## config.mk

```make
export PLATFORM = sky130hd
export DESIGN_NAME = axi4_lite_master_arbiter
export DESIGN_NICKNAME = d
export VERILOG_FILES = /design/src/rtl/axi4_lite_master_arbiter.sv
export SDC_FILE = /design/constraint.sdc
export NUM_CORES = 1
export LEC_CHECK = 0
export ABC_AREA = 1
export CAP_MARGIN = 20
export CORE_AREA = 2 2 129 131
export CTS_BUF_LIST = sky130_fd_sc_hd__clkbuf_4 sky130_fd_sc_hd__clkbuf_8 sky130_fd_sc_hd__clkbuf_16
export DETAILED_ROUTE_END_ITERATION = 12
export DIE_AREA = 0 0 131 133
export GPL_TIMING_DRIVEN = 0
export PLACE_DENSITY_LB_ADDON = 0.15
export SETUP_SLACK_MARGIN = 0.4
export SLEW_MARGIN = 0
export SYNTH_ARGS = -nofsm -noshare
export SYNTH_HDL_FRONTEND = slang
export SYNTH_SLANG_ARGS = --single-unit
```

## constraint.sdc

```tcl
create_clock -name aclk -period 2.8 [get_ports aclk]
set_clock_uncertainty 0.05 [all_clocks]
set_input_delay 0.42 -clock aclk [delete_from_list [all_inputs] [get_ports aclk]]
set_output_delay 0.42 -clock aclk [all_outputs]
set_load 0.05 [all_outputs]
```

## src/rtl/axi4_lite_master_arbiter.sv

```systemverilog
// Two-requester round-robin front end onto a single AXI4-Lite master port.
// One transaction in flight at a time; every output comes straight from a flop.
module axi4_lite_master_arbiter #(
  parameter int unsigned ADDRESS_WIDTH = 32,
  parameter int unsigned DATA_WIDTH    = 32
) (
  input  logic                        aclk,
  input  logic                        aresetn,
  input  logic [1:0]                  req_valid,
  input  logic [1:0]                  req_write,
  input  logic [2*ADDRESS_WIDTH-1:0]  req_addr,
  input  logic [2*DATA_WIDTH-1:0]     req_wdata,
  input  logic [2*(DATA_WIDTH/8)-1:0] req_wstrb,
  input  logic [5:0]                  req_prot,
  output logic [1:0]                  req_ready,
  output logic [1:0]                  rsp_valid,
  output logic [DATA_WIDTH-1:0]       rsp_rdata,
  output logic [1:0]                  rsp_resp,
  output logic [ADDRESS_WIDTH-1:0]    awaddr,
  output logic [2:0]                  awprot,
  output logic                        awvalid,
  input  logic                        awready,
  output logic [DATA_WIDTH-1:0]       wdata,
  output logic [DATA_WIDTH/8-1:0]     wstrb,
  output logic                        wvalid,
  input  logic                        wready,
  input  logic [1:0]                  bresp,
  input  logic                        bvalid,
  output logic                        bready,
  output logic [ADDRESS_WIDTH-1:0]    araddr,
  output logic [2:0]                  arprot,
  output logic                        arvalid,
  input  logic                        arready,
  input  logic [DATA_WIDTH-1:0]       rdata,
  input  logic [1:0]                  rresp,
  input  logic                        rvalid,
  output logic                        rready
);

  localparam int unsigned AW     = ADDRESS_WIDTH;
  localparam int unsigned DW     = DATA_WIDTH;
  localparam int unsigned STRB_W = DATA_WIDTH / 8;

  localparam logic [2:0] IDLE  = 3'd0;
  localparam logic [2:0] WADDR = 3'd1;
  localparam logic [2:0] WRESP = 3'd2;
  localparam logic [2:0] RADDR = 3'd3;
  localparam logic [2:0] RDATA = 3'd4;

  logic [2:0]        state_q, state_d;
  logic              last_grant_q, last_grant_d;
  logic              grant_q, grant_d;
  logic              aw_done_q, aw_done_d;
  logic              w_done_q, w_done_d;
  logic [1:0]        req_ready_q, req_ready_d;
  logic [1:0]        rsp_valid_q, rsp_valid_d;
  logic [DW-1:0]     rsp_rdata_q, rsp_rdata_d;
  logic [1:0]        rsp_resp_q, rsp_resp_d;
  logic [AW-1:0]     awaddr_q, awaddr_d;
  logic [2:0]        awprot_q, awprot_d;
  logic              awvalid_q, awvalid_d;
  logic [DW-1:0]     wdata_q, wdata_d;
  logic [STRB_W-1:0] wstrb_q, wstrb_d;
  logic              wvalid_q, wvalid_d;
  logic              bready_q, bready_d;
  logic [AW-1:0]     araddr_q, araddr_d;
  logic [2:0]        arprot_q, arprot_d;
  logic              arvalid_q, arvalid_d;
  logic              rready_q, rready_d;

  logic              sel;
  logic              aw_ok;
  logic              w_ok;

  // Round-robin pick: alternate on contention, otherwise take the lone requester.
  always_comb begin
    sel = 1'b0;
    if (req_valid == 2'b11) sel = ~last_grant_q;
    else                    sel = req_valid[1];
  end

  // Next-state and output computation.
  always_comb begin
    state_d      = state_q;
    last_grant_d = last_grant_q;
    grant_d      = grant_q;
    aw_done_d    = aw_done_q;
    w_done_d     = w_done_q;
    req_ready_d  = 2'b00;
    rsp_valid_d  = 2'b00;
    rsp_rdata_d  = rsp_rdata_q;
    rsp_resp_d   = rsp_resp_q;
    awaddr_d     = awaddr_q;
    awprot_d     = awprot_q;
    awvalid_d    = awvalid_q;
    wdata_d      = wdata_q;
    wstrb_d      = wstrb_q;
    wvalid_d     = wvalid_q;
    bready_d     = bready_q;
    araddr_d     = araddr_q;
    arprot_d     = arprot_q;
    arvalid_d    = arvalid_q;
    rready_d     = rready_q;
    aw_ok        = aw_done_q | (awvalid_q & awready);
    w_ok         = w_done_q  | (wvalid_q & wready);

    case (state_q)
      IDLE: begin
        if (req_valid != 2'b00) begin
          req_ready_d  = sel ? 2'b10 : 2'b01;
          grant_d      = sel;
          last_grant_d = sel;
          aw_done_d    = 1'b0;
          w_done_d     = 1'b0;
          if (sel ? req_write[1] : req_write[0]) begin
            state_d  = WADDR;
            awaddr_d = sel ? req_addr[2*AW-1:AW] : req_addr[AW-1:0];
            awprot_d = sel ? req_prot[5:3] : req_prot[2:0];
            wdata_d  = sel ? req_wdata[2*DW-1:DW] : req_wdata[DW-1:0];
            wstrb_d  = sel ? req_wstrb[2*STRB_W-1:STRB_W] : req_wstrb[STRB_W-1:0];
          end else begin
            state_d  = RADDR;
            araddr_d = sel ? req_addr[2*AW-1:AW] : req_addr[AW-1:0];
            arprot_d = sel ? req_prot[5:3] : req_prot[2:0];
          end
        end
      end
      WADDR: begin
        if (req_ready_q != 2'b00) begin
          // Grant cycle: raise both VALIDs for the following cycle.
          awvalid_d = 1'b1;
          wvalid_d  = 1'b1;
        end else begin
          if (awvalid_q && awready) begin
            awvalid_d = 1'b0;
            aw_done_d = 1'b1;
          end
          if (wvalid_q && wready) begin
            wvalid_d = 1'b0;
            w_done_d = 1'b1;
          end
          if (aw_ok && w_ok) begin
            state_d  = WRESP;
            bready_d = 1'b1;
          end
        end
      end
      WRESP: begin
        if (bvalid) begin
          rsp_resp_d  = bresp;
          rsp_rdata_d = '0;
          rsp_valid_d = grant_q ? 2'b10 : 2'b01;
          bready_d    = 1'b0;
          state_d     = IDLE;
        end
      end
      RADDR: begin
        if (req_ready_q != 2'b00) begin
          arvalid_d = 1'b1;
        end else if (arvalid_q && arready) begin
          arvalid_d = 1'b0;
          rready_d  = 1'b1;
          state_d   = RDATA;
        end
      end
      RDATA: begin
        if (rvalid) begin
          rsp_resp_d  = rresp;
          rsp_rdata_d = rdata;
          rsp_valid_d = grant_q ? 2'b10 : 2'b01;
          rready_d    = 1'b0;
          state_d     = IDLE;
        end
      end
      default: state_d = IDLE;
    endcase
  end

  // State and output registers; reset abandons any transaction in flight.
  always_ff @(posedge aclk or negedge aresetn) begin
    if (!aresetn) begin
      state_q      <= IDLE;
      last_grant_q <= 1'b1;
      grant_q      <= 1'b0;
      aw_done_q    <= 1'b0;
      w_done_q     <= 1'b0;
      req_ready_q  <= 2'b00;
      rsp_valid_q  <= 2'b00;
      rsp_rdata_q  <= '0;
      rsp_resp_q   <= 2'b00;
      awaddr_q     <= '0;
      awprot_q     <= 3'b000;
      awvalid_q    <= 1'b0;
      wdata_q      <= '0;
      wstrb_q      <= '0;
      wvalid_q     <= 1'b0;
      bready_q     <= 1'b0;
      araddr_q     <= '0;
      arprot_q     <= 3'b000;
      arvalid_q    <= 1'b0;
      rready_q     <= 1'b0;
    end else begin
      state_q      <= state_d;
      last_grant_q <= last_grant_d;
      grant_q      <= grant_d;
      aw_done_q    <= aw_done_d;
      w_done_q     <= w_done_d;
      req_ready_q  <= req_ready_d;
      rsp_valid_q  <= rsp_valid_d;
      rsp_rdata_q  <= rsp_rdata_d;
      rsp_resp_q   <= rsp_resp_d;
      awaddr_q     <= awaddr_d;
      awprot_q     <= awprot_d;
      awvalid_q    <= awvalid_d;
      wdata_q      <= wdata_d;
      wstrb_q      <= wstrb_d;
      wvalid_q     <= wvalid_d;
      bready_q     <= bready_d;
      araddr_q     <= araddr_d;
      arprot_q     <= arprot_d;
      arvalid_q    <= arvalid_d;
      rready_q     <= rready_d;
    end
  end

  assign req_ready = req_ready_q;
  assign rsp_valid = rsp_valid_q;
  assign rsp_rdata = rsp_rdata_q;
  assign rsp_resp  = rsp_resp_q;
  assign awaddr    = awaddr_q;
  assign awprot    = awprot_q;
  assign awvalid   = awvalid_q;
  assign wdata     = wdata_q;
  assign wstrb     = wstrb_q;
  assign wvalid    = wvalid_q;
  assign bready    = bready_q;
  assign araddr    = araddr_q;
  assign arprot    = arprot_q;
  assign arvalid   = arvalid_q;
  assign rready    = rready_q;

endmodule

```

# [Yosys cells after proc, flatten, opt, wreduce, memory -nomap -nowiden]
# Index checks and enable logic that the tools add are counted.
# Widths: inputs -> output; s select.
[word_totals] register_bits=156 latch_bits=0 ramBits=0 romBits=0 input_bits=189 memories=0
[op_classes] n_addsub=0 mul=0 div_mod_pow=0 n_lt_le_gt_ge=0 n_eq_ne=14 shift=0 muxes=49 bitwise=6 n_reduce_logical=26
[ops] op="$mux 32" n=4
[ops] op="$pmux 32 s2" n=1
[ops] op="$mux 3" n=8
[ops] op="$mux 1" n=19
[ops] op="$mux 2" n=9
[ops] op="$ne 2x2->1 const B" n=9
[ops] op="$reduce_bool 2->1" n=9
[ops] op="$reduce_and 4->1" n=4
[ops] op="$pmux 3 s5" n=1
[ops] op="$reduce_and 3->1" n=3
[ops] op="$pmux 1 s2" n=4
[ops] op="$pmux 2 s2" n=2
[ops] op="$reduce_and 2->1" n=4
[ops] op="$reduce_and 7->1" n=1
[ops] op="$eq 3x2->1 const B" n=2
[ops] op="$logic_and 1x1->1" n=4
[ops] op="$mux 4" n=1
[ops] op="$eq 3x1->1 const B" n=1
[ops] op="$eq 3x3->1 const B" n=1
[ops] op="$logic_not 3->1" n=1
[ops] op="$and 1x1->1" n=2
[ops] op="$eq 2x2->1 const B" n=1
[ops] op="$not 1->1" n=2
[ops] op="$or 1x1->1" n=2

# [Depth between registers and ports, before layout]
[logic_depth] depth_word=6 depth_mapped=9

# [Worst setup path before layout]
# Ideal clock, no wire load.
[synth_path] path_kind="register to register" startpoint="register last_grant_q" endpoint="register araddr_q[10] (netlist: araddr[10])" setup_ns=0.067 arrival_ns=1.409 t_required_ns=2.683 slack_ns=1.274 path_stages_with_launch=8 path_buffers=1 path_cell_list="dfstp_2 nand2_1 nand3_1 nand2_1 nor2_2 buf_4 nand2_1 nand2_1"
[synth_between] elab_chain_len=5 word_cells_on_any_way=6
[synth_lines] item="start, declared" line_no="51" rtl="logic last_grant_q, last_grant_d;"
[synth_lines] item="start signal, assigned" line_no="204" rtl="last_grant_q <= last_grant_d;"
[synth_lines] item="$not 1->1 (*)" line_no="78" rtl="if (req_valid == 2'b11) sel = ~last_grant_q;"
[synth_lines] item="$mux 1 (*)" line_no="78"
[synth_lines] item="$mux 1" line_no="115" rtl="if (sel ? req_write[1] : req_write[0]) begin"
[synth_lines] item="$not 1->1 (no line)"
[synth_lines] item="$reduce_and 3->1 (no line)"
[synth_lines] item="end signal, assigned" line_no="219" rtl="araddr_q <= araddr_d;"
[synth_lines] item="end, declared" line_no="66" rtl="logic [AW-1:0] araddr_q, araddr_d;"
# Every way passes the cells marked *; elsewhere a longest branch is shown, timed or not.
# A chain may end at the register's enable or synchronous reset.

# [Worst setup path in the final report]
[layout_path] startpoint="register awaddr_q[13] (netlist: awaddr[13])" endpoint="output port awaddr[13]"
[layout_rtl] item="start, declared" line_no="59" rtl="logic [AW-1:0] awaddr_q, awaddr_d;"
[layout_rtl] item="start signal, assigned" line_no="212" rtl="awaddr_q <= awaddr_d;"
[layout_rtl] item="end, declared" line_no="19" rtl="output logic [ADDRESS_WIDTH-1:0] awaddr,"
# No word-level cell between the ends.

==> flow_metrics.env <==
export IMPL_max_freq_mhz=468.6
export IMPL_firstDrtPassIters=5
export IMPL_clk_latency_ns=0.42
export IMPL_fin_hold_ws_ns=-0.03635
export IMPL_crit_path_end_kind="output pin"
export IMPL_synth_cell_types=28
export IMPL_vias_per_cell=4.703
export IMPL_antenna_found_initial=0
export IMPL_intPower_mw=6.720
export IMPL_cts_max_path_buffers=2
export IMPL_clkTransAtPathRegs_ns=0.06
export IMPL_port_buffers=337
export IMPL_path_cells="clkdlybuf4s50_1"
export IMPL_setup_viol=0
export IMPL_track_usage=0.2724
export IMPL_synth_area_um2=7141
export IMPL_critPathLaunchType="flip-flop"
export IMPL_worst_slew_pin_slew_ns=0.7567
export IMPL_cts_inserted_buffers=17
export IMPL_syn_to_final_growth_pct=59.68
export IMPL_worstSetupPathType="reg2out"
export IMPL_rsz0062_at_grt="false"
export IMPL_p_switching_mw=6.409
export IMPL_p_clk_frac=0.173
export IMPL_dieWidth_um=131
export IMPL_p_seq_frac=0.276
export IMPL_hold_viol=13
export IMPL_grt_pass1_wl_um=36480
export IMPL_fin_crit_sh=0.7621
export IMPL_maxSlewHeadroom=0.4955
export IMPL_routabilityCongestion=0.8686
export IMPL_dp_hpwl_um=17700
export IMPL_cts_num_sinks=156
export IMPL_postRouteWirelength_um=23350
export IMPL_syn_num_nets=1115
export IMPL_drc_errors=0
export IMPL_htreeDepth=4
export IMPL_grt_max_degree=82
export IMPL_cp_top_family="buffers and inverters"
export IMPL_dp_slack_ns=0.3190
export IMPL_syn_inst=926
export IMPL_first_iter_violations=318
export IMPL_die_area_um2=17420
export IMPL_initial_core_util=0.4415
export IMPL_maxCapViolCount=0
export IMPL_final_cell_mix="453 x nand2_1, 336 x clkdlybuf4s50_1, 155 x dfrtp_1, 84 x inv_1, 69 x o21ai_1"
export IMPL_fin_nets=1472
export IMPL_final_min_clock_period_ns=2.134
export IMPL_critPathMaxStageDelay_ns=0.88
export IMPL_layoutNonFillerInstCount=1516
export IMPL_avgRoutedWirePerCell_um=15.40
export IMPL_post_cts_resized=0
export IMPL_slew_violations=0
export IMPL_worstPathMaxFanout=2
export IMPL_drive_above_1_share=0.05556
export IMPL_outcome="complete, but fails checks"
export IMPL_path_buf_inv=1
export IMPL_cts_tree="built"
export IMPL_p_sw_frac=0.4882
export IMPL_arrival_ns=1.66
export IMPL_avgSynthCellArea_um2=7.711
export IMPL_ir_worst_vdd_uv=730.3
export IMPL_gr_total_overflow=0
export IMPL_cp_required_ns=2.33
export IMPL_dpl_cell_count=1484
export IMPL_violations="hold timing"
export IMPL_core_area_um2=16170
export IMPL_cts_setup_buffers=0
export IMPL_num_vias=7130
export IMPL_cp_slowest_cell="clkdlybuf4s50_1"
export IMPL_first_global_vias=7164
export IMPL_ys_ff_latch=156
export IMPL_drtAntennaViolNets=0
export IMPL_p_leak_nw=5.564
export IMPL_fin_ws_ns=0.6660
export IMPL_layout_commonest_cell="nand2_1"
export IMPL_row_count=47
export IMPL_fp_dieH_um=133
export IMPL_n_antenna_cell=0
export IMPL_powerDensity_nw_per_um2=1151
export IMPL_ctsHoldBuffers=0
export IMPL_ys_seq_area_frac=0.5469
export IMPL_cts_root_buffer_cell="clkbuf_16"
export IMPL_boundaryPins=338
export IMPL_hold_path_class="in2async"
export IMPL_synth_warnings=0
export IMPL_power_frac_comb=0.550
==> state kept, by name, summed over array words and instances (netlist names) <==
signal	count
rready	1
arvalid	1
wstrb	4
awvalid	1
w_done_q	1
awprot	3
state_q	3
rsp_rdata	32
rsp_valid	2
grant_q	1
awaddr	32
arprot	3
bready	1
wvalid	1
rsp_resp	2
aw_done_q	1
req_ready	2
araddr	32
wdata	32
last_grant_q	1
==> power groups by stage <==
stage	combinational, mW	sequential, mW	clock (mW)
6_report	7.23	3.63	2.28
5_1_grt	7.67	3.73	2.40
4_1_cts	7.28	3.62	2.31
3_5_place_dp	7.24	3.63	0
3_3_place_gp	7.16	3.63	0
2_1_floorplan	1.71	6.46	0
==> stage by stage <==
step / power (mW) / area [um2] / utilization / setup TNS (ns)
after global placement: 10.79 / 10790 / 0.6672 / -794.44
after detailed placement: 10.87 / 10820 / 0.6689 / 0
after CTS: 13.21 / 11400 / 0.7051 / 0
after floorplan: 8.165 / 7141 / - / 0
final: 13.13 / 11400 / 0.7051 / 0
after global routing: 13.80 / 11400 / 0.7051 / 0
==> layout make-up <==
type,instances,area (um2)
Inverter,89,334.1
Multi-Input combinational cell,632,2626
Tap cell,220,275.3
Clock inverter,13,131.4
Sequential cell,156,3905
Clock buffer,19,452.9
Buffer,49,275.3
Fill cell,1358,4770
Timing Repair Buffer,338,3402
==> per-layer routing <==
metal,GRT usage,share of wire,vias to the layer above
met3,0.07764,0.074,59
met5,0,0,-
met2,0.4502,0.48,284
met1,0.3253,0.40,3221
li1,-,-,3566
met4,0.1288,0.041,0
==> synth_stat cells (all sizes together) <==
library cell / number / area share
nand2: 454 / 0.24
dfrtp: 155 / 0.54
o21ai: 111 / 0.078
inv: 88 / 0.046
nand3: 41 / 0.029
buf: 27 / 0.027
clkbuf: 22 / 0.012
nor2: 14 / 0.0091
a21oi: 2 / 0.0030
o211ai: 2 / 0.0021
o31ai: 2 / 0.0021
or2: 2 / 0.0018
a21boi: 1 / 0.0011
a22oi: 1 / 0.0011
clkinv: 1 / 0.00053
dfstp: 1 / 0.0037
nand4: 1 / 0.00088
nor3: 1 / 0.00070
==> logic make-up (layout without fill, tap and decap cells) <==
family,Yosys count,after routing,synth area share
simple gates,513,513,0.2802
flops,156,156,0.5469
compound gates,119,119,0.08761
buf+inv,138,508,0.08533
==> path summary, 6_finish.rpt <==
kind,start,endpoint,depth (start not counted),slack [ns]
worst max-delay path,awaddr[13]$_DFFE_PN0P_,awaddr[13],1,0.67
worst min-delay path,aresetn,awaddr[27]$_DFFE_PN0P_,1,-0.04
worst max register to register,last_grant_q$_DFFE_PN1P_,grant_q$_DFFE_PN0P_,7,0.79
worst min register to register,grant_q$_DFFE_PN0P_,rsp_valid[0]$_DFF_PN0_,1,0.37
max in group asynchronous,aresetn,wdata[13]$_DFFE_PN0P_,2,1.89
min in group aclk,grant_q$_DFFE_PN0P_,rsp_valid[0]$_DFF_PN0_,1,0.37
Note: power is estimated with default switching activity, not from simulation.
